File: src/rtl/vga_timing_gen.sv
// VGA raster timing generator: pixel prescaler, x/y counters, syncs and a registered colour path.
// Define VGA_TEST_PATTERN_EN to add a test_en input that swaps renderer colour for 8 vertical bars.
module vga_timing_gen #(
  parameter int H_ACTIVE  = 640,
  parameter int H_FRONT   = 16,
  parameter int H_SYNC    = 96,
  parameter int H_BACK    = 48,
  parameter int V_ACTIVE  = 480,
  parameter int V_FRONT   = 10,
  parameter int V_SYNC    = 2,
  parameter int V_BACK    = 33,
  parameter bit HSYNC_POL = 1'b0,
  parameter bit VSYNC_POL = 1'b0,
  parameter int CLK_DIV   = 1,
  parameter int COLOR_W   = 4,
  localparam int H_TOTAL  = H_ACTIVE + H_FRONT + H_SYNC + H_BACK,
  localparam int V_TOTAL  = V_ACTIVE + V_FRONT + V_SYNC + V_BACK,
  localparam int XW       = $clog2(H_TOTAL),
  localparam int YW       = $clog2(V_TOTAL)
) (
  input  logic               clk,
  input  logic               reset,
  input  logic [COLOR_W-1:0] pix_r,
  input  logic [COLOR_W-1:0] pix_g,
  input  logic [COLOR_W-1:0] pix_b,
`ifdef VGA_TEST_PATTERN_EN
  input  logic               test_en,
`endif
  output logic [XW-1:0]      x,
  output logic [YW-1:0]      y,
  output logic               active,
  output logic               pix_stb,
  output logic               line_start,
  output logic               frame_start,
  output logic               hsync,
  output logic               vsync,
  output logic [COLOR_W-1:0] red,
  output logic [COLOR_W-1:0] green,
  output logic [COLOR_W-1:0] blue
);

  localparam int DW = (CLK_DIV > 1) ? $clog2(CLK_DIV) : 1;
  localparam logic [DW-1:0] DIV_LAST = DW'(CLK_DIV - 1);
  localparam logic [XW-1:0] X_LAST   = XW'(H_TOTAL - 1);
  localparam logic [XW-1:0] X_ACT    = XW'(H_ACTIVE);
  localparam logic [XW-1:0] HS_START = XW'(H_ACTIVE + H_FRONT);
  localparam logic [XW-1:0] HS_END   = XW'(H_ACTIVE + H_FRONT + H_SYNC);
  localparam logic [YW-1:0] Y_LAST   = YW'(V_TOTAL - 1);
  localparam logic [YW-1:0] Y_ACT    = YW'(V_ACTIVE);
  localparam logic [YW-1:0] VS_START = YW'(V_ACTIVE + V_FRONT);
  localparam logic [YW-1:0] VS_END   = YW'(V_ACTIVE + V_FRONT + V_SYNC);

  if (H_ACTIVE < 1 || H_FRONT < 1 || H_SYNC < 1 || H_BACK < 1 ||
      V_ACTIVE < 1 || V_FRONT < 1 || V_SYNC < 1 || V_BACK < 1 || CLK_DIV < 1) begin : g_param_check
    $error("vga_timing_gen: porch, sync and active sizes and CLK_DIV must all be >= 1");
  end

  logic [DW-1:0]      div;
  logic               hs_region;
  logic               vs_region;
  logic [COLOR_W-1:0] src_r;
  logic [COLOR_W-1:0] src_g;
  logic [COLOR_W-1:0] src_b;

  // pix_stb is registered so the first strobe lands on the CLK_DIV-th edge after reset
  always_ff @(posedge clk or posedge reset) begin
    if (reset) begin
      div     <= '0;
      pix_stb <= 1'b0;
    end else begin
      pix_stb <= (div == DIV_LAST);
      div     <= (div == DIV_LAST) ? '0 : div + DW'(1);
    end
  end

  always_ff @(posedge clk or posedge reset) begin
    if (reset) begin
      x <= '0;
      y <= '0;
    end else if (pix_stb) begin
      if (x == X_LAST) begin
        x <= '0;
        y <= (y == Y_LAST) ? '0 : y + YW'(1);
      end else begin
        x <= x + XW'(1);
      end
    end
  end

  assign active      = (x < X_ACT) && (y < Y_ACT);
  assign line_start  = (x == '0);
  assign frame_start = line_start && (y == '0);
  assign hs_region   = (x >= HS_START) && (x < HS_END);
  assign vs_region   = (y >= VS_START) && (y < VS_END);

`ifdef VGA_TEST_PATTERN_EN
  localparam int BAR_W = (H_ACTIVE / 8 >= 1) ? H_ACTIVE / 8 : 1;
  int         bar_raw;
  logic [2:0] bar;

  always_comb begin
    bar_raw = int'(x) / BAR_W;
    bar     = (bar_raw > 7) ? 3'd7 : 3'(bar_raw);
  end

  assign src_r = test_en ? {COLOR_W{bar[0]}} : pix_r;
  assign src_g = test_en ? {COLOR_W{bar[1]}} : pix_g;
  assign src_b = test_en ? {COLOR_W{bar[2]}} : pix_b;
`else
  assign src_r = pix_r;
  assign src_g = pix_g;
  assign src_b = pix_b;
`endif

  // Syncs and colour share one pipeline stage so they stay mutually aligned
  always_ff @(posedge clk or posedge reset) begin
    if (reset) begin
      hsync <= ~HSYNC_POL;
      vsync <= ~VSYNC_POL;
      red   <= '0;
      green <= '0;
      blue  <= '0;
    end else if (pix_stb) begin
      hsync <= hs_region ? HSYNC_POL : ~HSYNC_POL;
      vsync <= vs_region ? VSYNC_POL : ~VSYNC_POL;
      red   <= active ? src_r : '0;
      green <= active ? src_g : '0;
      blue  <= active ? src_b : '0;
    end
  end

endmodule

File: config.mk
export PLATFORM = sky130hd
export DESIGN_NAME = vga_timing_gen
export DESIGN_NICKNAME = d
export VERILOG_FILES = /design/src/rtl/vga_timing_gen.sv
export SDC_FILE = /design/constraint.sdc
export NUM_CORES = 1
export LEC_CHECK = 0
export CAP_MARGIN = 30
export CORE_UTILIZATION = 30
export DETAILED_ROUTE_END_ITERATION = 12
export PLACE_DENSITY = 0.62
export SLEW_MARGIN = 40
export SYNTH_ARGS = -nofsm -noshare
export SYNTH_HDL_FRONTEND = slang
export SYNTH_SLANG_ARGS = --single-unit
File: constraint.sdc
create_clock -name clk -period 1.7 [get_ports clk]
set_clock_uncertainty 0.15 [all_clocks]
set_input_delay 0.34 -clock clk [delete_from_list [all_inputs] [get_ports clk]]
set_output_delay 0.34 -clock clk [all_outputs]
set_load 0.01 [all_outputs]
==> summary.md, run 1 <==
| Metric | Value |
|---|---|
| Core Region | `roughly 5500 µm²` |
| Top Ports | `52` |
| Fin crit share | `122.4%` |
| CP Class | `flip-flop to output pin` |
| R2R setup slack | `-80 ps` |
| Routed WL | `4551 µm` |
| Met3 routed WL | `around 200 µm` |
| Placed Cells | `326` |
| DP HPWL | `between 2000 and 3000 µm` |
| Clock share of power | `28.1%` |
| Worst slack, placed | `-374.0 ps` |
| H-Tree Depth | `2` |
| Clock sink count | `35` |
| Pre-Repair DR Iteration Count | `4` |
| Post-synthesis area per instance | `9.807 µm²` |
| Synthesis-to-finish area growth | `72.27%` |
| Status | `finished, violations left` |
| Syn. warnings | `0` |
| Largest cells by area after synthesis | `dfrtp_1, o22ai_1, inv_1, xnor2_1, nand2_1` |
| RSZ-0062 raised after global routing | `yes` |
| TritonCTS buffer count | `5` |
| Distinct cells, synth | `38` |
| Mapped Area | `1697 µm²` |
| DRC viols | `0` |
| Final TNS setup | `-798.9 ps` |
| Chip width | `77.20 µm` |
| Vias | `1620` |
| Violations in the final reports | `negative setup slack` |
| F_max | `480.4 MHz` |
| Crit-path cells | `nor4_2 -> and4b_1 -> buf_4 -> and4_1 -> buf_2` |
| Post-Syn Instances | `173` |
| Leading area contributor after synthesis | `dfrtp_1` |
| Leak | `1.552 nW` |
| Antenna Cells | `0` |
| P_sw | `between 0.0008 and 0.0009 W` |
| First-pass GRT wire length | `7176 µm` |
| PortBufs | `51` |
| Filler cells | `between 500 and 600` |
| Slowest cell on the critical path | `dfrtp_1` |
| Register area share after synthesis | `51.77%` |
| Vias in the first global route | `1502` |
| Sw frac | `~30%` |
| Kind of start point of the critical path | `flip-flop` |
| Worst min-delay path category | `input port to async pin` |
| Clock buffer depth | `2` |
| Slew Limit Fails | `0` |
| Crit end category | `output pin` |
| Final cell count without fillers | `344` |
| # setup viols final | `7` |
| Largest net degree at the start of global routing | `36` |
| RePlAce Congestion | `just under 0.8` |
| Mapped Nets | `191` |
| Tmin final | `2082 ps` |
| Crit Path Max Fanout | `2` |
| Initial antenna violation count | `0` |
| FF-to-FF path depth | `5` |
| Die Span Y | `77.20 µm` |
| Hold Worst Slack | `between 200 and 300 ps` |
| Max Cap Viol | `0` |
| PnR worst setup slack | `-381.6 ps` |
| Clock latency on the worst-skew pair | `280 ps` |
| Met1 WL | `roughly 1900 µm` |
| Post-layout net count | `289` |
| Layout cells sized above 1 | `between 30 and 40%` |
| Starting Density | `31.00%` |
| Die area | `around 6000 µm²` |
| Top_reg_cell synth | `dfrtp_1` |
| Post-DR wirelength/cell | `13.23 µm` |
| Data required time of the worst path | `roughly 1200 ps` |
| Pint | `about 0.0019 W` |
| DRT iter0 DRCs | `53` |
| Top Layer Used | `met4` |
| Clock-pin transition on the worst setup and hold timing paths | `approximately 70 ps` |
| Max incr delay on CP | `around 400 ps` |
| #FFs+latches synth | `35` |
| CTS tree | `built` |
| Overall Global Routing Usage | `15.47%` |
| Asr flop ratio synth | `100.0%` |
| Hold violation count in the final report | `0` |
| Routed wl met2 | `about 2300 µm` |
| Std cell rows | `27` |
| Worst flop-to-flop path startpoint | `x[7]` |
| Peak supply drop | `0.5234 mV` |
| Worst EP arrival | `1590 ps` |
| Reg2Reg Capture Point | `y[9]` |
| Grt total ovfl | `0` |
| Pwr dens | `938.6 nW/µm²` |
| Vias per cell | `between 4 and 5` |
| Most frequent cells in the layout | `buf_4, dfrtp_1, dlygate4sd2_1, inv_1, nand2_1` |
| Antenna Nets Post-Route | `0` |
| Clock root cell | `clkbuf_8` |
| Share of the synthesized area in the top cell type | `slightly below 50%` |
| Most common cell after layout, fill and taps aside | `buf_4` |
| Combinational power share | `35.0%` |
| Register share of total power | `a little under two fifths` |
| EDFF count, synth | `0` |
flip-flops by register name (all words and copies together), names as in the netlist:
register and cells:
x 10, y 10, blue 4, green 4
red 4, hsync 1, pix_stb 1, vsync 1
stage by stage:
step | instance area (µm²) | util (%) | power [W]
3_3_place_gp | 2569 | 46.94 | 0.001951
2_1_floorplan | 1715 | - | 0.001464
4_1_cts | 2769 | 50.59 | 0.002728
5_1_grt | 2923 | 53.41 | 0.002917
3_5_place_dp | 2569 | 46.94 | 0.001958
6_report | 2923 | 53.41 | 0.002743
worst max-delay path by stage:
| stage | end | cells past startpoint | startpoint |
|---|---|---|---|
| 2_1_floorplan | y[9] | 5 | x[1] |
| 3_3_place_gp | frame_start | 4 | x[7] |
| 3_5_place_dp | frame_start | 4 | x[7] |
| 4_1_cts | frame_start | 5 | x[3] |
| 5_1_grt | frame_start | 5 | x[7] |
| 6_report | frame_start | 5 | x[7] |
synth_stat cells (2+ instances only):
library cell	count
nor2_1	8
and3_1	3
and3_2	2
nor4_1	3
nand2_1	18
nand3_1	13
dfrtp_1	33
clkbuf_1	4
ha_1	4
o22ai_1	12
xnor2_1	8
a21oi_1	5
nor3_1	3
xor2_1	3
and4_1	2
nand4_1	4
inv_1	19
dfstp_2	2
buf_2	3
o21ai_0	6
final cells by class:
class / count / area (µm²) / share of cell area, %
inverters: 19 / 71.32 / 2.440
clock inverters: 2 / 35.03 / 1.199
repair buffers: 98 / 908.4 / 31.08
clock buffers: 6 / 82.58 / 2.825
flip-flops and latches: 35 / 882.1 / 30.18
well taps: 72 / 90.09 / 3.082
multi-input cells: 112 / 853.3 / 29.20
power groups by stage:
stage	Clock (W)	Combinational, W	Sequential (W)
final	0.000770	0.000960	0.00101
after detailed placement	0	0.000937	0.00102
after CTS	0.000790	0.000929	0.00101
after floorplan	0	0.000318	0.00115
after global routing	0.000835	0.00105	0.00103
after global placement	0	0.000936	0.00101
cells by family after synthesis:
logic type	after synthesis	share of synthesized area, %
XOR/XNOR	11	5.679
buffers and inverters	26	5.973
multiplexers	1	0.5900
adder cells (fa/ha/maj)	4	2.950
flip-flops	35	51.77
AO/OA/AOI/OAI	27	9.440
other	1	0.2210
AND/OR/NAND/NOR	68	23.38
repair_timing:
action                     CTS  global route
setup endpoints to repair   38            29
pin swaps                    7            13
buffers inserted             9             5
hold buffers                 0             0
hold endpoints to repair     0             0
gates resized for setup     51            39
critical path: cells and delay by family, from the launching register on:
kind / cells / cell delay (ps)
buf+inv: 2 / 240
flops: 1 / 400
simple gates: 3 / 660
metal layers:
layer | track usage [%] | up-vias
met2 | 24.69 | 35
met1 | 19.78 | 780
met5 | 0 | -
met3 | 3.929 | 11
li1 | - | 794
met4 | 6.415 | 0
(Power assumes the default switching activity.)
==> run 2: changes to the inputs <==
Settings changed: CORE_ASPECT_RATIO set to 1.75.
==> run 2 against run 1 <==
  * The flow still finishes with violations (negative setup slack)
  * Utilization up 1.5 points
  * Total power down 2.6%
  * Die area up 0.20%
  * Sequential cell count unchanged
  * Count of clock-buffer cells in the layout up 2
  * Via count up 0.62%
  * Final cell count up 2.0%
  * Worst setup slack better by 26 ps
  * Clock power down 14%
  * Critical endpoint unchanged
  * Largest power group unchanged
==> summary.md, run 2 (synthesis gave the netlist of run 1 again) <==
| Metric | Value |
|---|---|
| Violations in the final reports | `negative setup slack` |
| Clock buffer depth | `2 (unchanged)` |
| Die Span Y | `101.5 µm (+31%)` |
| Pwr dens | `910.6 nW/µm² (-3.0%)` |
| Synthesis-to-finish area growth | `72.93%` |
| Routed WL | `4548 µm (about the same)` |
| Clock-pin transition on the worst setup and hold timing paths | `70 ps (about the same)` |
| Worst min-delay path category | `input port to async pin` |
| Slew Limit Fails | `0 (unchanged)` |
| Fin crit share | `120.9% (-1.5 points)` |
| R2R setup slack | `-160 ps (-80 ps)` |
| Antenna Nets Post-Route | `0 (unchanged)` |
| Cell family contributing the most delay on the critical path | `simple AND/OR/NAND/NOR gates` |
| CTS tree | `built` |
| Slowest cell on the critical path | `dfrtp_1` |
| Fin util | `54.92% (+1.5 points)` |
| RePlAce Congestion | `0.7925 (+3.1%)` |
| Overall Global Routing Usage | `17.09% (+1.6 points)` |
| Post-route cell area | `2934 µm² (+0.39%)` |
| F_max | `486.5 MHz (+1.3%)` |
| Clock latency on the worst-skew pair | `290 ps (about the same)` |
| Crit-path cells | `nor4_2 -> and4b_1 -> buf_4 -> and4_1 -> buf_2` |
| Final TNS setup | `-972.0 ps (-173.1 ps)` |
| Crit path buf inv count | `2 (unchanged)` |
| Most common cell after layout, fill and taps aside | `buf_4` |
| PortBufs | `51 (unchanged)` |
| Status | `finished, violations left` |
| Regs by FF count | `x: 10 flops, y: 10 flops` |
| Largest net degree at the start of global routing | `36 (unchanged)` |
| Top Ports | `52 (unchanged)` |
| Pre-Repair DR Iteration Count | `4 (unchanged)` |
| Post-layout net count | `294 (+1.7%)` |
| DRT iter0 DRCs | `50 (-5.7%)` |
| Vias per cell | `4.644 (-1.4%)` |
| Crit end category | `output pin` |
| Core Region | `5343 µm² (-2.4%)` |
| Leak | `1.537 nW (-0.99%)` |
| Post-DR wirelength/cell | `12.96 µm (-2.1%)` |
| Clock root cell | `clkbuf_8` |
| H-Tree Depth | `2 (unchanged)` |
| Peak supply drop | `0.4978 mV (-4.9%)` |
| Hold violation count in the final report | `0 (unchanged)` |
| Filler cells | `508 (-2.5%)` |
| Most frequent cells in the layout | `buf_4, dfrtp_1, dlygate4sd2_1, inv_1, nand2_1` |
| Max Cap Viol | `0 (unchanged)` |
| Clock sink count | `35 (unchanged)` |
| Grt total ovfl | `0 (unchanged)` |
| Starting Density | `31.76% (+0.76 points)` |
| Max incr delay on CP | `390 ps (about the same)` |
| First-pass GRT wire length | `7665 µm (+6.8%)` |
| Crit Path Max Fanout | `2 (unchanged)` |
| Vias | `1630 (+0.62%)` |
| Initial antenna violation count | `0 (unchanged)` |
| Worst EP arrival | `1570 ps (-20 ps)` |
| DRC viols | `0 (unchanged)` |
| Worst slack, placed | `-405.4 ps (-31.40 ps)` |
| Reg area | `882.1 µm² (unchanged)` |
| Std cell rows | `35 (+30%)` |
| # hold bufs at CTS | `0 (unchanged)` |
| PnR worst setup slack | `-355.6 ps (+25.94 ps)` |
| # setup viols final | `7 (unchanged)` |
| Chip width | `58.85 µm (-24%)` |
| CP Class | `flip-flop to output pin` |
| Vias in the first global route | `1697 (+13%)` |
| Antenna Cells | `0 (unchanged)` |
| Tmin final | `2056 ps (-25.94 ps)` |
| Layout cells sized above 1 | `35.02% (+0.46 points)` |
| DP HPWL | `3096 µm (+3.4%)` |
| DP Area | `2586 µm² (+0.68%)` |
| Kind of start point of the critical path | `flip-flop` |
| RSZ-0062 raised after global routing | `yes` |
| Hold Worst Slack | `250.1 ps (-3.587 ps)` |
| Area of the multi-input gates | `829.5 µm² (-2.8%)` |
| TritonCTS buffer count | `5 (unchanged)` |
| Data required time of the worst path | `1210 ps (about the same)` |
| Die area | `5972 µm² (+0.20%)` |
==> run 2: report_power, final <==
part	total (W)	leakage, nW	internal, W	switching (W)
clock	0.000665	0.0515	0.000370	0.000295
sequential	0.00101	0.442	0.000945	0.0000651
combinational	0.000996	1.04	0.000532	0.000464
total	0.00267	1.54	0.00185	0.000824
==> run 2: worst reg2reg max path: cells and delay by family (launching register included) <==
kind / cells / cell delay [ps]
AND/OR/NAND/NOR: 3 / 940
flip-flops: 1 / 400
AO/OA/AOI/OAI: 1 / 150
buffers and inverters: 1 / 130
==> run 2: metal layers <==
layer,track usage (%),routed length (µm),up-vias
li1,-,-,802
met1,17.46,1687,773
met4,8.791,114,0
met3,2.682,137,11
met2,32.17,2608,44
met5,0,0,-
==> run 2: worst paths after layout <==
path	end	cells after the start	start
max	frame_start	5	x[3]
min	green[0]	3	reset
max reg2reg	y[9]	5	x[7]
min reg2reg	hsync	2	hsync
max in group asynchronous	hsync	3	reset
min in group clk	hsync	2	hsync
==> run 2: area by class of cell <==
| type | count | area share, % |
|---|---|---|
| Timing Repair Buffer | 103 | 32.67 |
| Sequential cell | 35 | 30.06 |
| Multi-Input combinational cell | 112 | 28.27 |
| Clock buffer | 8 | 3.412 |
| Tap cell | 74 | 3.156 |
| Inverter | 19 | 2.431 |
==> run 2: through the flow <==
step,power [W],std cells
floorplan,0.001464,173
global route,0.002840,351
CTS,0.002747,352
global placement,0.001934,330
detailed placement,0.001944,330
finish,0.002672,351
==> run 2: what timing repair did <==
| action | 4_1_cts | 5_1_grt |
|---|---|---|
| endpoints found under the setup margin | 39 | 31 |
| setup buffers | 16 | 5 |
| pin swaps | 18 | 16 |
| resized for setup | 71 | 25 |
